--- src/rtl/mem_stage_ctrl.sv ---
// MEM stage controller: issues data-memory requests, stalls the pipeline until ack, and loads MEM/WB.
// Optional alignment check is enabled with `define MEM_ALIGN_CHECK_EN.
module mem_stage_ctrl (
    input  logic        clk,
    input  logic        startin,
    input  logic [1:0]  MEM_wb,
    input  logic        MEM_mem_read,
    input  logic        MEM_mem_write,
    input  logic        MEM_branch,
    input  logic        MEM_zero,
    input  logic [31:0] MEM_branch_target,
    input  logic [31:0] MEM_alu_result,
    input  logic [31:0] MEM_forward_b_mux_out,
    input  logic [4:0]  MEM_reg_dst_mux_out,
    output logic        dmem_req,
    output logic        dmem_we,
    output logic [31:0] dmem_addr,
    output logic [31:0] dmem_wdata,
    input  logic        dmem_ack,
    input  logic [31:0] dmem_rdata,
    output logic        mem_stall,
    output logic        PCSrc,
    output logic [31:0] pc_branch_target,
    output logic [1:0]  WB_wb,
    output logic [31:0] WB_read_data,
    output logic [31:0] WB_alu_result,
    output logic [4:0]  WB_reg_dst_mux_out,
    output logic        mem_misaligned
);

    // state | meaning
    // IDLE  | no access outstanding; MEM/WB follows EX/MEM each cycle
    // REQ   | request on the bus, holding it until dmem_ack
    typedef enum logic {
        IDLE = 1'b0,
        REQ  = 1'b1
    } state_t;

    state_t state, state_next;
    logic   access;
    logic   misaligned;
    logic   issue;
    logic   bubble;
    logic   read_only;

    assign access    = MEM_mem_read | MEM_mem_write;
    // A simultaneous read+write is treated as a write, so no read data returns.
    assign read_only = MEM_mem_read & ~MEM_mem_write;

`ifdef MEM_ALIGN_CHECK_EN
    assign misaligned = access & (MEM_alu_result[1:0] != 2'b00);
`else
    assign misaligned = 1'b0;
`endif

    always_ff @(posedge clk or posedge startin) begin
        if (startin) begin
            state <= IDLE;
        end else begin
            state <= state_next;
        end
    end

    always_comb begin
        state_next = state;
        case (state)
            IDLE:    if (access && !misaligned) state_next = REQ;
            REQ:     if (dmem_ack) state_next = IDLE;
            default: state_next = IDLE;
        endcase
    end

    always_comb begin
        issue            = (state == IDLE) && access && !misaligned;
        mem_stall        = issue || ((state == REQ) && !dmem_ack);
        bubble           = mem_stall || ((state == IDLE) && misaligned);
        PCSrc            = MEM_branch & MEM_zero & ~mem_stall;
        pc_branch_target = MEM_branch_target;
    end

    always_ff @(posedge clk or posedge startin) begin
        if (startin) begin
            dmem_req   <= 1'b0;
            dmem_we    <= 1'b0;
            dmem_addr  <= 32'h0;
            dmem_wdata <= 32'h0;
        end else if (issue) begin
            dmem_req   <= 1'b1;
            dmem_we    <= MEM_mem_write;
            dmem_addr  <= MEM_alu_result;
            dmem_wdata <= MEM_forward_b_mux_out;
        end else if ((state == REQ) && dmem_ack) begin
            dmem_req   <= 1'b0;
        end
    end

    always_ff @(posedge clk or posedge startin) begin
        if (startin) begin
            WB_wb              <= 2'b00;
            WB_read_data       <= 32'h0;
            WB_alu_result      <= 32'h0;
            WB_reg_dst_mux_out <= 5'h0;
        end else if (bubble) begin
            WB_wb              <= 2'b00;
            WB_read_data       <= 32'h0;
            WB_alu_result      <= 32'h0;
            WB_reg_dst_mux_out <= 5'h0;
        end else begin
            WB_wb              <= MEM_wb;
            WB_read_data       <= ((state == REQ) && read_only) ? dmem_rdata : 32'h0;
            WB_alu_result      <= MEM_alu_result;
            WB_reg_dst_mux_out <= MEM_reg_dst_mux_out;
        end
    end

`ifdef MEM_ALIGN_CHECK_EN
    always_ff @(posedge clk or posedge startin) begin
        if (startin) begin
            mem_misaligned <= 1'b0;
        end else begin
            mem_misaligned <= (state == IDLE) && misaligned;
        end
    end
`else
    assign mem_misaligned = 1'b0;
`endif

endmodule
--- config.mk ---
export PLATFORM = sky130hd
export DESIGN_NAME = mem_stage_ctrl
export DESIGN_NICKNAME = d
export VERILOG_FILES = /design/src/rtl/mem_stage_ctrl.sv
export SDC_FILE = /design/constraint.sdc
export NUM_CORES = 1
export LEC_CHECK = 0
export ABC_AREA = 1
export CORE_MARGIN = 5
export CORE_UTILIZATION = 41
export CTS_CLUSTER_DIAMETER = 150
export DETAILED_ROUTE_END_ITERATION = 8
export GPL_ROUTABILITY_DRIVEN = 0
export PLACE_DENSITY = 0.85
export SYNTH_ARGS = -nofsm -noshare
export SYNTH_HDL_FRONTEND = slang
export SYNTH_SLANG_ARGS = --single-unit
--- constraint.sdc ---
create_clock -name clk -period 9 [get_ports clk]
set_input_delay 0.9 -clock clk [delete_from_list [all_inputs] [get_ports clk]]
set_output_delay 0.9 -clock clk [all_outputs]
set_load 0.05 [all_outputs]
==> flow_summary.toml, run 1 <==
[status]
status = "completed"

[worst_setup_path]
critical_path_class = "in -> out"
crit_chain = "clkdlybuf4s50_1 -> buf_4 -> o21ai_4 -> nand2_2 -> buf_4 -> clkdlybuf4s50_1"
cp_max_fo = 55
critPathCaptureType = "primary output"
start_kind = "primary input"
cpMaxStageDelayCell = "clkdlybuf4s50_1"
crit_path_max_incr_delay_ps = 920
path_delay_family = "buffers and inverters"
worst-path-buf-inv = 4
required_ps = 8100
worstPathArrival_ps = 3650

[final_layout]
drive_above_1_share_pct = 4.77
mostFrequentLayoutCells = "248 x clkdlybuf4s50_1, 138 x dfrtp_1, 133 x nand2_1"
mostFrequentLayoutCell = "clkdlybuf4s50_1"
nets = 905
post-route-util_pct = 63.6
area_growth_pct = 53.3
diodes = 0
final_cells = 951

[yosys]
syn_inst = 562
synth_area_sq_mm = 0.00543
syn_avg_cell_area_sq_um = 9.65
synth_top_family_by_area = "simple AND/OR/NAND/NOR gates"
synth_compound_area_share_pct = 0.254
synth_xor_area_share_pct = 0
yosys.area_share.simple_pct = 24.1
syn_nets = 704
yosysSeqAreaShare_pct = 63.7
synth_mux_area_share_pct = 0
synth_cell_types = 17
synth_seq_cells = 138
yosysWarnings = 0
yosys.area_share.adder_pct = 0

[global_routing]
grt_usage_pct = 19.9
grt_overflow = 0
grt_pass1_vias = 4556
grt_pass1_wl_um = 24500
antenna_found_initial = 0
grt_max_degree = 83

[floorplanning]
fp.coreArea_sq_mm = 0.0131
rows = 42
io-pin-count = 314
die_y_um = 125
die_area_sq_mm = 0.0156
die_w_um = 125
start_util_pct = 41.5

[drt]
vias_per_cell = 4.74
vias = 4512
drtIter0Drc = 298
drt-pass1-iter-count = 4
wirelength_um = 15600
drtAntennaViolNets = 0
avgRoutedWirePerCell_um = 16.4
drc_errors = 0

[placement]
dp_hpwl_um = 10700
port_buffers = 248
place_inst = 920

[clocking]
cts_buffers = 17
path_clk_slew_ps = 50
cts_resized = 0
root_buffer = "clkbuf_16"
clockBufferDepth = 2
clk_latency_ps = 410
ctsHoldBuffers = 0
cts_setup_buffers = 0
cts.sinks = 138
cts_tree = "built"
htree_num_levels = 4

[power_and_ir_drop]
pwr-share-comb_pct = 40.8
leakage_nw = 3.98
p_clk_share_pct = 27.6
swShare_pct = 40.4
power.internal_w = 0.00157
switching_power_w = 0.00106
ir_drop_v = 0.000182
pwr_density_cell_mw_per_mm2 = 316
seqPwrFrac_pct = 31.7

[timing]
tightest_slew_ps = 1110
period_needed_ps = 4550
finalCritPeriodShare_pct = 50.5
maxSlewViolCount = 0
relSlewSlack_pct = 25.8
rsz0062_at_grt = "no"
fin_tns_setup_ps = 0
finalClockSkew_ps = 8.72
hold_violations = 0
fmax_mhz = 220
setup_viol_count_final = 0

[job]
timing.max_cap.violations = 0

[min_path]
holdCritPathClass = "reg -> reg"
## power groups by stage
stage	sequential, W	combinational (W)	clock, W
final	0.000832	0.00107	0.000724
after global routing	0.000849	0.00112	0.000766
after CTS	0.000832	0.00108	0.000737
after detailed placement	0.000840	0.00108	0
after global placement	0.000836	0.00107	0
after floorplan	0.00131	0.000254	0
## worst paths after layout
check / to / depth (start not counted) / startpoint / slack, ps
setup / recovery: mem_stall / 6 / MEM_mem_read / 4450
hold / removal: dmem_addr[17] / 2 / dmem_addr[17] / 470
setup reg to reg: WB_read_data[8] / 4 / state / 6540
hold reg to reg: dmem_addr[17] / 2 / dmem_addr[17] / 470
max in group asynchronous: dmem_addr[6] / 3 / startin / 6660
min in group asynchronous: WB_alu_result[23] / 2 / startin / 900
## state kept, by name, summed over array words and instances, names as in the netlist
register and cells:
WB_alu_result 32, WB_reg_dst_mux_out 5, WB_read_data 32, dmem_wdata 32, state 1, WB_wb 2
dmem_req 1, dmem_addr 32, dmem_we 1
## layout make-up
| class | instances | area, sq um |
|---|---|---|
| Tap cell | 176 | 220 |
| Clock buffer | 24 | 472 |
| Inverter | 45 | 174 |
| Multi-Input combinational cell | 307 | 1330 |
| Clock inverter | 7 | 140 |
| Timing Repair Buffer | 254 | 2530 |
| Sequential cell | 138 | 3450 |
| Fill cell | 1032 | 4770 |
## synth_stat cells
library cell  number  area share, %
inv_2              1          0.069
conb_1             1          0.069
clkbuf_1          10           0.69
buf_6              6            1.2
dfrtp_1          138             64
buf_2             16            1.5
nor2_1            72            5.0
nand2_2            1           0.12
inv_1             44            3.0
a21oi_1            1          0.092
nand4_1           32            3.7
nand2_1          133            9.2
nand3_1           65            6.0
buf_4             38            5.3
buf_1              2           0.14
o21ai_2            1           0.16
or2_1              1           0.12
## per-layer routing
| metal | vias up | share of wire [%] | GRT usage (%) |
|---|---|---|---|
| li1 | 2121 | - | - |
| met1 | 2140 | 39 | 22.9 |
| met2 | 208 | 50 | 33.3 |
| met3 | 43 | 7.8 | 6.31 |
| met4 | 0 | 3.4 | 10.2 |
| met5 | - | 0 | 0 |
## stage by stage
step / setup slack, ps / area [sq um] / total power, W / hold slack (ps)
5_1_grt: 4310 / 8320 / 0.00274 / 496
3_3_place_gp: 4460 / 7710 / 0.00190 / 461
3_5_place_dp: 4440 / 7710 / 0.00192 / 464
6_report: 4450 / 8320 / 0.00263 / 474
2_1_floorplan: 4400 / 5430 / 0.00156 / 615
4_1_cts: 4440 / 8320 / 0.00265 / 479
## logic make-up after synthesis
kind of cell / after synthesis
simple gates: 304
flops: 138
buf+inv: 117
compound gates: 2
other cells: 1
## tightest hold or removal path: stages, from the launching register on
cell and delay [ps]:
dfrtp_1 340, nand2_1 50, nand2_1 50
(Power assumes the default switching activity.)
==> inputs of run 2 (changes only) <==
--- a/config.mk
+++ b/config.mk
@@ -7,11 +7,11 @@
 export LEC_CHECK = 0
 export ABC_AREA = 1
 export CORE_MARGIN = 5
-export CORE_UTILIZATION = 41
+export CORE_UTILIZATION = 34
 export CTS_CLUSTER_DIAMETER = 150
 export DETAILED_ROUTE_END_ITERATION = 8
 export GPL_ROUTABILITY_DRIVEN = 0
-export PLACE_DENSITY = 0.85
+export PLACE_DENSITY = 0.75
 export SYNTH_ARGS = -nofsm -noshare
 export SYNTH_HDL_FRONTEND = slang
 export SYNTH_SLANG_ARGS = --single-unit
==> constraint.sdc (replaced) <==
create_clock -name clk -period 4.14 [get_ports clk]
set_input_delay 0.414 -clock clk [delete_from_list [all_inputs] [get_ports clk]]
set_output_delay 0.414 -clock clk [all_outputs]
set_load 0.05 [all_outputs]
==> run 2 against run 1 <==
- worst setup slack worse by 3100 ps
- die area grew 19%
- largest cell class unchanged
- critical path type is now reg -> out
- final area is 0.39% higher
- hold slack improved by 4.0 ps
- first-iteration DRC count shrank 22%
==> flow_summary.toml, run 2 (synthesis results as in run 1) <==
[timing]
relSlewSlack_pct = 36.2
fmax_mhz = 364
finalClockSkew_ps = 5.47
rsz0062_at_grt = "no"
hold_violations = 0
setup_viol_count_final = 0
maxSlewViolCount = 0
tightest_slew_ps = 956
whs_ps = 478
worst_slack_ps = 1390
period_needed_ps = 2750
fin_tns_setup_ps = 0
finalCritPeriodShare_pct = 66.3

[clocking]
path_clk_slew_ps = 60
clk_latency_ps = 410
cts_setup_buffers = 0
cts_resized = 0
htree_num_levels = 4
clockBufferDepth = 2
cts.sinks = 138
cts_buffers = 17
root_buffer = "clkbuf_16"
ctsHoldBuffers = 0
cts_tree = "built"

[final_layout]
mostFrequentLayoutCell = "clkdlybuf4s50_1"
nets = 908
drive_above_1_share_pct = 6.04
diodes = 0
post-route-util_pct = 53.0
mostFrequentLayoutCells = "246 x clkdlybuf4s50_1, 138 x dfrtp_1, 133 x nand2_1"
area_growth_pct = 53.9

[placement]
dp_hpwl_um = 11400
port_buffers = 248
post-place-ws_ps = 1570

[global_routing]
grt_pass1_vias = 4780
antenna_found_initial = 0
grt_max_degree = 84
grt_pass1_wl_um = 25400
grt_overflow = 0
grt_usage_pct = 17.8

[power_and_ir_drop]
power.internal_w = 0.00319
switching_power_w = 0.00234
ir_drop_v = 0.000346
seqPwrFrac_pct = 32.5
pwr-share-comb_pct = 42.7
p_clk_share_pct = 24.8
pwr_density_cell_mw_per_mm2 = 662
leakage_nw = 3.98
swShare_pct = 42.3

[floorplanning]
start_util_pct = 34.4
die_w_um = 136
die_area_sq_mm = 0.0186
rows = 46
die_y_um = 136
fp.coreArea_sq_mm = 0.0158
io-pin-count = 314

[min_path]
holdCritPathClass = "reg -> reg"

[worst_setup_path]
worst-path-buf-inv = 2
critPathCaptureType = "primary output"
worstPathArrival_ps = 2330
path_delay_family = "flip-flops"
cp_max_fo = 23
crit_path_end = "PCSrc"
crit_path_max_incr_delay_ps = 760
r2r_slack_ps = 1920
critical_path_class = "reg -> out"
cp_num_cells = 5
start_kind = "register"
rr_worst_depth = 5
r2r-end = "WB_alu_result[0]"
required_ps = 3730
r2r-start = "state"
cpMaxStageDelayCell = "dfrtp_1"
crit_chain = "buf_4 -> nand2_1 -> nand2_2 -> nor2_1 -> buf_12"
crit_start = "state"

[drt]
drt-pass1-iter-count = 4
avgRoutedWirePerCell_um = 16.4
drtAntennaViolNets = 0
drc_errors = 0
wirelength_um = 16300
vias = 4564
drtIter0Drc = 231
vias_per_cell = 4.59

[status]
status = "completed"

[job]
timing.max_cap.violations = 0
-- run 2: power by group through the flow --
stage	Sequential (W)	Combinational [W]	Clock, W
2_1_floorplan	0.00284	0.000552	0
3_3_place_gp	0.00181	0.00236	0
3_5_place_dp	0.00182	0.00238	0
4_1_cts	0.00180	0.00239	0.00142
5_1_grt	0.00183	0.00249	0.00148
6_report	0.00180	0.00236	0.00137
-- run 2: how the worst min path moves through the flow --
stage,startpoint,endpoint,cells past startpoint
3_5_place_dp,dmem_wdata[0],dmem_wdata[0],2
6_report,dmem_wdata[0],dmem_wdata[0],2
2_1_floorplan,MEM_alu_result[0],WB_alu_result[0],2
3_3_place_gp,dmem_wdata[28],dmem_wdata[28],2
4_1_cts,dmem_wdata[0],dmem_wdata[0],2
5_1_grt,dmem_wdata[16],dmem_wdata[16],2
-- run 2: per-stage QoR --
stage	power, W	cell area [sq um]	instances
after global routing	0.00580	8350	994
after floorplan	0.00339	5430	562
final	0.00553	8350	994
after global placement	0.00416	7810	963
after detailed placement	0.00420	7810	963
after CTS	0.00560	8350	994
-- run 2: layout make-up --
cell class | count | area [sq um]
multi-input cells | 307 | 1330
well taps | 216 | 270
clock inverters | 11 | 72.6
inverters | 45 | 174
fillers | 1436 | 7420
clock buffers | 20 | 467
repair buffers | 257 | 2580
flip-flops and latches | 138 | 3450
-- run 2: worst register-to-register path: stages, from the launching register on --
cell and delay, ps:
dfrtp_1 760, buf_4 340, nand2_1 100, nand2_2 400
buf_4 410, nor2_1 90
-- run 2: layer usage --
| layer | share of wire, % | vias to the layer above | GRT usage (%) |
|---|---|---|---|
| met1 | 39 | 2189 | 20.3 |
| met4 | 2.3 | 0 | 7.39 |
| li1 | - | 2137 | - |
| met5 | 0 | - | 0 |
| met3 | 8.9 | 38 | 6.48 |
| met2 | 50 | 200 | 30.3 |
